$ cat config.mk
export PLATFORM = sky130hd
export DESIGN_NAME = gpu_instruction_issuer_flat
export DESIGN_NICKNAME = d
export VERILOG_FILES = /design/src/rtl/gpu_instruction_issuer_if.sv /design/src/rtl/gpu_instruction_issuer.sv /design/src/flat_wrapper.sv
export SDC_FILE = /design/constraint.sdc
export NUM_CORES = 1
export LEC_CHECK = 0
export ABC_AREA = 0
export CAP_MARGIN = 20
export CORE_MARGIN = 3
export CORE_UTILIZATION = 55
export CTS_CLUSTER_DIAMETER = 60
export DETAILED_ROUTE_END_ITERATION = 7
export GPL_TIMING_DRIVEN = 0
export PLACE_DENSITY = 0.73
export SLEW_MARGIN = 15
export SYNTH_ARGS = -nofsm -noshare
export SYNTH_HDL_FRONTEND = slang
export SYNTH_SLANG_ARGS = --single-unit
$ cat constraint.sdc
create_clock -name CLK -period 6.4 [get_ports CLK]
set_clock_uncertainty 0.05 [all_clocks]
set_input_delay 1.28 -clock CLK [delete_from_list [all_inputs] [get_ports CLK]]
set_output_delay 1.28 -clock CLK [all_outputs]
set_load 0.03 [all_outputs]
$ cat src/rtl/gpu_instruction_issuer_if.sv
// Host, scan-position and control-unit signals of the instruction issuer.
// The master side is the host/scan generator; the slave side is the issuer.
interface gpu_instruction_issuer_if #(
  parameter int DEPTH = 8
);
  logic [9:0]               SYS_X;
  logic [9:0]               SYS_Y;
  logic [31:0]              HOST_DATA;
  logic                     HOST_VALID;
  logic                     HOST_READY;
  logic [31:0]              INS;
  logic                     INS_VALID;
  logic                     BUSY;
  logic [$clog2(DEPTH):0]   FIFO_LEVEL;

  modport master (
    output SYS_X, SYS_Y, HOST_DATA, HOST_VALID,
    input  HOST_READY, INS, INS_VALID, BUSY, FIFO_LEVEL
  );

  modport slave (
    input  SYS_X, SYS_Y, HOST_DATA, HOST_VALID,
    output HOST_READY, INS, INS_VALID, BUSY, FIFO_LEVEL
  );
endinterface

$ cat src/rtl/gpu_instruction_issuer.sv
// Buffers host instruction words and bursts them onto INS in the vertical-blanking window.
// Optional end-of-list marker word after a completed burst: define INS_END_MARKER_EN.
module gpu_instruction_issuer #(
  parameter int          DEPTH     = 8,
  parameter int          BURST_LEN = 5,
  parameter int          V_ACTIVE  = 480,
  parameter logic [31:0] IDLE_WORD = 32'hFFFF_FFFF
) (
  input logic CLK,
  input logic RST,
  gpu_instruction_issuer_if.slave bus
);

  localparam int AW = $clog2(DEPTH);
  localparam int CW = $clog2(BURST_LEN + 1);
  localparam logic [9:0] V_ACTIVE_L = 10'(V_ACTIVE);

  localparam logic [1:0] ST_IDLE   = 2'd0;
  localparam logic [1:0] ST_BURST  = 2'd1;
  localparam logic [1:0] ST_DONE   = 2'd2;
`ifdef INS_END_MARKER_EN
  localparam logic [1:0] ST_MARKER = 2'd3;
`endif

  logic [1:0]    state;
  logic [31:0]   mem [DEPTH];
  logic [AW-1:0] wr_ptr;
  logic [AW-1:0] rd_ptr;
  logic [AW:0]   level;
  logic [AW:0]   level_next;
  logic          full_q;
  logic [CW-1:0] burst_cnt;
  logic [31:0]   ins_q;
  logic          ins_valid_q;

  logic push;
  logic pop;
  logic abort;
  logic trigger;
  logic last_word;
  logic going_empty;

  // Pops only read the registered level, so a word pushed into an empty FIFO waits a cycle.
  always_comb begin
    push        = bus.HOST_VALID && !full_q;
    abort       = (bus.SYS_Y < V_ACTIVE_L);
    trigger     = (bus.SYS_Y == V_ACTIVE_L) && (bus.SYS_X == 10'd0);
    pop         = (state == ST_BURST) && !abort && (level != '0);
    last_word   = (burst_cnt == CW'(BURST_LEN - 1));
    going_empty = (level == (AW+1)'(1)) && !push;
    level_next  = level;
    if (push && !pop) begin
      level_next = level + (AW+1)'(1);
    end else if (!push && pop) begin
      level_next = level - (AW+1)'(1);
    end
  end

  always_ff @(posedge CLK) begin
    if (push) begin
      mem[wr_ptr] <= bus.HOST_DATA;
    end
  end

  always_ff @(posedge CLK) begin
    if (RST) begin
      wr_ptr <= '0;
      rd_ptr <= '0;
      level  <= '0;
      full_q <= 1'b0;
    end else begin
      if (push) begin
        wr_ptr <= wr_ptr + AW'(1);
      end
      if (pop) begin
        rd_ptr <= rd_ptr + AW'(1);
      end
      level  <= level_next;
      full_q <= (level_next == (AW+1)'(DEPTH));
    end
  end

  // Frame sequencing: one burst per frame, rearmed when the scan returns to line 0.
  always_ff @(posedge CLK) begin
    if (RST) begin
      state       <= ST_IDLE;
      ins_q       <= IDLE_WORD;
      ins_valid_q <= 1'b0;
      burst_cnt   <= '0;
    end else begin
      case (state)
        ST_IDLE: begin
          ins_q       <= IDLE_WORD;
          ins_valid_q <= 1'b0;
          burst_cnt   <= '0;
          if (trigger) begin
            state <= (level != '0) ? ST_BURST : ST_DONE;
          end
        end
        ST_BURST: begin
          if (abort) begin
            ins_q       <= IDLE_WORD;
            ins_valid_q <= 1'b0;
            burst_cnt   <= '0;
            state       <= ST_DONE;
          end else if (level != '0) begin
            ins_q       <= mem[rd_ptr];
            ins_valid_q <= 1'b1;
            burst_cnt   <= burst_cnt + CW'(1);
            if (last_word || going_empty) begin
`ifdef INS_END_MARKER_EN
              state <= ST_MARKER;
`else
              state <= ST_DONE;
`endif
            end
          end else begin
            ins_q       <= IDLE_WORD;
            ins_valid_q <= 1'b0;
            state       <= ST_DONE;
          end
        end
`ifdef INS_END_MARKER_EN
        ST_MARKER: begin
          ins_q       <= 32'h0000_0000;
          ins_valid_q <= 1'b1;
          burst_cnt   <= '0;
          state       <= ST_DONE;
        end
`endif
        ST_DONE: begin
          ins_q       <= IDLE_WORD;
          ins_valid_q <= 1'b0;
          burst_cnt   <= '0;
          if (bus.SYS_Y == 10'd0) begin
            state <= ST_IDLE;
          end
        end
        default: begin
          ins_q       <= IDLE_WORD;
          ins_valid_q <= 1'b0;
          burst_cnt   <= '0;
          state       <= ST_IDLE;
        end
      endcase
    end
  end

  assign bus.HOST_READY = !full_q;
  assign bus.INS        = ins_q;
  assign bus.INS_VALID  = ins_valid_q;
  assign bus.FIFO_LEVEL = level;
`ifdef INS_END_MARKER_EN
  assign bus.BUSY       = (state == ST_BURST) || (state == ST_MARKER);
`else
  assign bus.BUSY       = (state == ST_BURST);
`endif

endmodule

$ cat src/flat_wrapper.sv
// flat-port wrapper written by rule: the top's interface ports become plain ports
module gpu_instruction_issuer_flat 
#(
  parameter int          DEPTH     = 8,
  parameter int          BURST_LEN = 5,
  parameter int          V_ACTIVE  = 480,
  parameter logic [31:0] IDLE_WORD = 32'hFFFF_FFFF
)
  (CLK, RST, bus_SYS_X, bus_SYS_Y, bus_HOST_DATA, bus_HOST_VALID, bus_HOST_READY, bus_INS, bus_INS_VALID, bus_BUSY, bus_FIFO_LEVEL);
  gpu_instruction_issuer_if #(.DEPTH(DEPTH)) bus_i ();
  input logic CLK;
  input logic RST;
  input wire logic [$bits(bus_i.SYS_X)-1:0] bus_SYS_X;
  input wire logic [$bits(bus_i.SYS_Y)-1:0] bus_SYS_Y;
  input wire logic [$bits(bus_i.HOST_DATA)-1:0] bus_HOST_DATA;
  input wire logic [$bits(bus_i.HOST_VALID)-1:0] bus_HOST_VALID;
  output wire logic [$bits(bus_i.HOST_READY)-1:0] bus_HOST_READY;
  output wire logic [$bits(bus_i.INS)-1:0] bus_INS;
  output wire logic [$bits(bus_i.INS_VALID)-1:0] bus_INS_VALID;
  output wire logic [$bits(bus_i.BUSY)-1:0] bus_BUSY;
  output wire logic [$bits(bus_i.FIFO_LEVEL)-1:0] bus_FIFO_LEVEL;
  assign bus_i.SYS_X = bus_SYS_X;
  assign bus_i.SYS_Y = bus_SYS_Y;
  assign bus_i.HOST_DATA = bus_HOST_DATA;
  assign bus_i.HOST_VALID = bus_HOST_VALID;
  assign bus_HOST_READY = bus_i.HOST_READY;
  assign bus_INS = bus_i.INS;
  assign bus_INS_VALID = bus_i.INS_VALID;
  assign bus_BUSY = bus_i.BUSY;
  assign bus_FIFO_LEVEL = bus_i.FIFO_LEVEL;
  gpu_instruction_issuer #(.DEPTH(DEPTH), .BURST_LEN(BURST_LEN), .V_ACTIVE(V_ACTIVE), .IDLE_WORD(IDLE_WORD)) u_core (.CLK(CLK), .RST(RST), .bus(bus_i));
endmodule
==> metrics <==
CP peak stage delay 0.74 ns; Post-Synth Simple-Gate Area 3.804%; Main synth FF type edfxtp_1; WP data arrival 3.72 ns; Area Growth Syn to Fin 22.19%; drt total wl 22,950 µm; cts repair resizes 0; Syn. warnings 0; synth unique cells 47; Adder-Cell Fraction of Synth Area 0.8686%; register area share after synthesis 76.17%; Slew @ Worst Pin 0.9512 ns; Cell Area, Placed 12,980 µm²; vias 5,782; Via density 5.736; Worst slew margin 36.59%; fmax 0.2861 GHz; crit path launch type primary input; CORE AREA 19,910 µm²; Initial Util 57.16%; # rows 51; Slowest-stage cell, CP nor3_2; IO Port Bufs 92; initial antenna violation count 0; Pins Over Slew Limit 0; Overall Power 4.024 mW; Mapped Area 11,380 µm²; clk slew on worst S/H paths 0.06 ns; Tmin final 3.495 ns; Syn Inst Count 562; worst slack at placement 2.306 ns; Remaining DRCs 0; crit end category flip-flop; iteration count of the initial detailed-routing pass 5; status finished clean; PwrDens 289.4 nW/µm²; drt wl/cell 22.77 µm; first-pass GRT wire length 35,700 µm; MaxCap Viol Count 0; Yosys reg bits 305; Die Width 149.8 µm; Syn Nets 624; GR Overflow Total 0; CTS Buffer Depth 3; Root Driver clkbuf_16; Worst Setup Slack, final 2.905 ns; Avg Cell Area, Syn 20.25 µm²; Die Area 22,450 µm²; Final period util 54.61%; CP required 6.62 ns; vias in the first global route 6,247; RSZ-0062 raised after global routing no; setup violators final 0; post-CTS setup repair buffer count 0; First DRT Iteration DRCs 418; CP Cell Sequence clkdlybuf4s50_1 > nor2b_1 > buf_2 > nand2_1 > nor3_2 > buf_4 > buf_6 > buf_6; die height 149.8 µm; final net count 781; XOR/XNOR share of the synthesized area 0.7697%; final hold violation count 0; Async S/R FF share, synth 0%; Final Instance Area 13,900 µm²; post-synthesis compound-gate area fraction 1.418%; Hold Path Class reg -> reg; Hold Buf Count CTS 0; total of fill cells in the finished design 1,292; ANT nets after route 0; post-synthesis mux area share 15.57%; maximum VDD drop 0.0002304 V; Post-synth EDFFs 256; htree depth 1; gr usage total 21.21%; CTS sink count 305; critical path type in -> reg; main combinational cell family by area after synthesis multiplexers; routability congestion estimate 0.7861; Worst path most repeated cell buf_6; Top Ports 94; share of cells above drive strength 1 23.45%; Worst-Skew Late Latency 0.56 ns; Inserted Clock Buffers 29; critical-path maximum fanout 10; P_leak 4.440 nW; hpwl dp 15,140 µm; CTS tree done; largest net degree at the start of global routing 19
## metal layers
layer	vias up	share of wire (%)	GRT usage [%]	wire length (µm)
met3	48	6.5	4.179	1490
met4	0	2.4	5.306	548
met5	-	0	0	0
met1	2955	40	28.43	9093
met2	200	51	36.27	11820
li1	2579	-	-	-
## area by class of cell
| cell class | instances | area, µm² | share of cell area [%] |
|---|---|---|---|
| Sequential cell | 305 | 8668 | 62.34 |
| Multi-Input combinational cell | 224 | 2597 | 18.68 |
| Timing Repair Buffer | 126 | 1226 | 8.819 |
| Clock buffer | 33 | 740.7 | 5.327 |
| Tap cell | 265 | 331.6 | 2.385 |
| Clock inverter | 21 | 178.9 | 1.287 |
| Buffer | 28 | 140.1 | 1.008 |
| Inverter | 5 | 18.77 | 0.1350 |
| Antenna cell | 1 | 2.502 | 0.01800 |
## worst max-delay path, delay by kind of cell
family / cells / cell delay, ns
simple gates: 3 / 1.08
buf+inv: 5 / 1.35
## synthesized netlist by cell type, types with 2 or more instances
master	n	share of area, %
a21oi_1	4	0.18
and2b_2	2	0.15
buf_1	4	0.13
buf_2	8	0.35
buf_6	2	0.20
clkbuf_1	13	0.43
dfxtp_1	49	8.6
edfxtp_1	256	68
ha_1	7	0.77
inv_1	5	0.16
mux2i_1	33	2.9
mux4_2	64	13
nand2_1	47	1.6
nand3_1	2	0.088
nand4_1	2	0.11
nor2_1	12	0.40
nor3_1	9	0.40
nor3b_1	3	0.20
nor4_1	4	0.22
xnor2_1	6	0.46
xor2_1	4	0.31
## cells by family after synthesis
group                      Yosys count
and+or+nand+nor                     90
AOI/OAI and AO/OA                   19
xor gates and xnor gates            10
DFF                                305
adders and majority gates            8
muxes                               97
buffers and inverters               33
## worst paths after layout
kind	startpoint	endpoint	slack, ns	depth (start not counted)
setup / recovery	bus_HOST_VALID	u_core.mem[4][27]$_DFFE_PP_	2.90	8
hold / removal	u_core.burst_cnt[1]$_SDFFE_PP0N_	u_core.burst_cnt[1]$_SDFFE_PP0N_	0.54	2
setup reg to reg	u_core.bus.FIFO_LEVEL[0]$_SDFF_PP0_	u_core.bus.INS[0]$_SDFF_PP1_	3.44	8
hold reg to reg	u_core.burst_cnt[1]$_SDFFE_PP0N_	u_core.burst_cnt[1]$_SDFFE_PP0N_	0.54	2
## flip-flops by register name (all words and copies together) (netlist names)
register	count
u_core.wr_ptr	3
u_core.bus.INS	32
u_core.mem	256
u_core.bus.FIFO_LEVEL	4
u_core.bus.INS_VALID	1
u_core.burst_cnt	3
u_core.full_q	1
u_core.state	2
u_core.rd_ptr	3
## per-stage QoR
step	setup TNS, ns	util (%)	instances	hold WS [ns]
floorplan	0	-	562	0.4665
global placement	-336.84	63.45	919	0.4760
detailed placement	0	65.21	953	0.5269
CTS	0	69.83	1007	0.5398
global route	0	69.83	1007	0.5658
finish	0	69.84	1008	0.5351
## where the power goes
part,total (mW),internal (mW),switching (mW)
clock network,1.64,0.920,0.715
logic,0.179,0.0849,0.0940
registers,2.21,2.20,0.0141
total,4.02,3.20,0.824
## layout by cell type (no fill, tap or decap), types with 3 or more instances in the layout
master           count
edfxtp_1           256
clkdlybuf4s50_1     92
mux4_2              64
dfxtp_1             49
nand2_1             47
mux2i_1             33
clkbuf_16           29
buf_4               20
clkbuf_1            17
buf_6               12
buf_2               11
nor2_1              11
clkinv_2            10
ha_1                 7
nor3_1               6
xnor2_1              6
inv_1                5
buf_1                4
a21oi_1              4
xor2_1               4
clkinv_1             4
nor3_2               3
nor4_1               3
clkinvlp_4           3
Note: power is estimated with default switching activity, not from simulation.
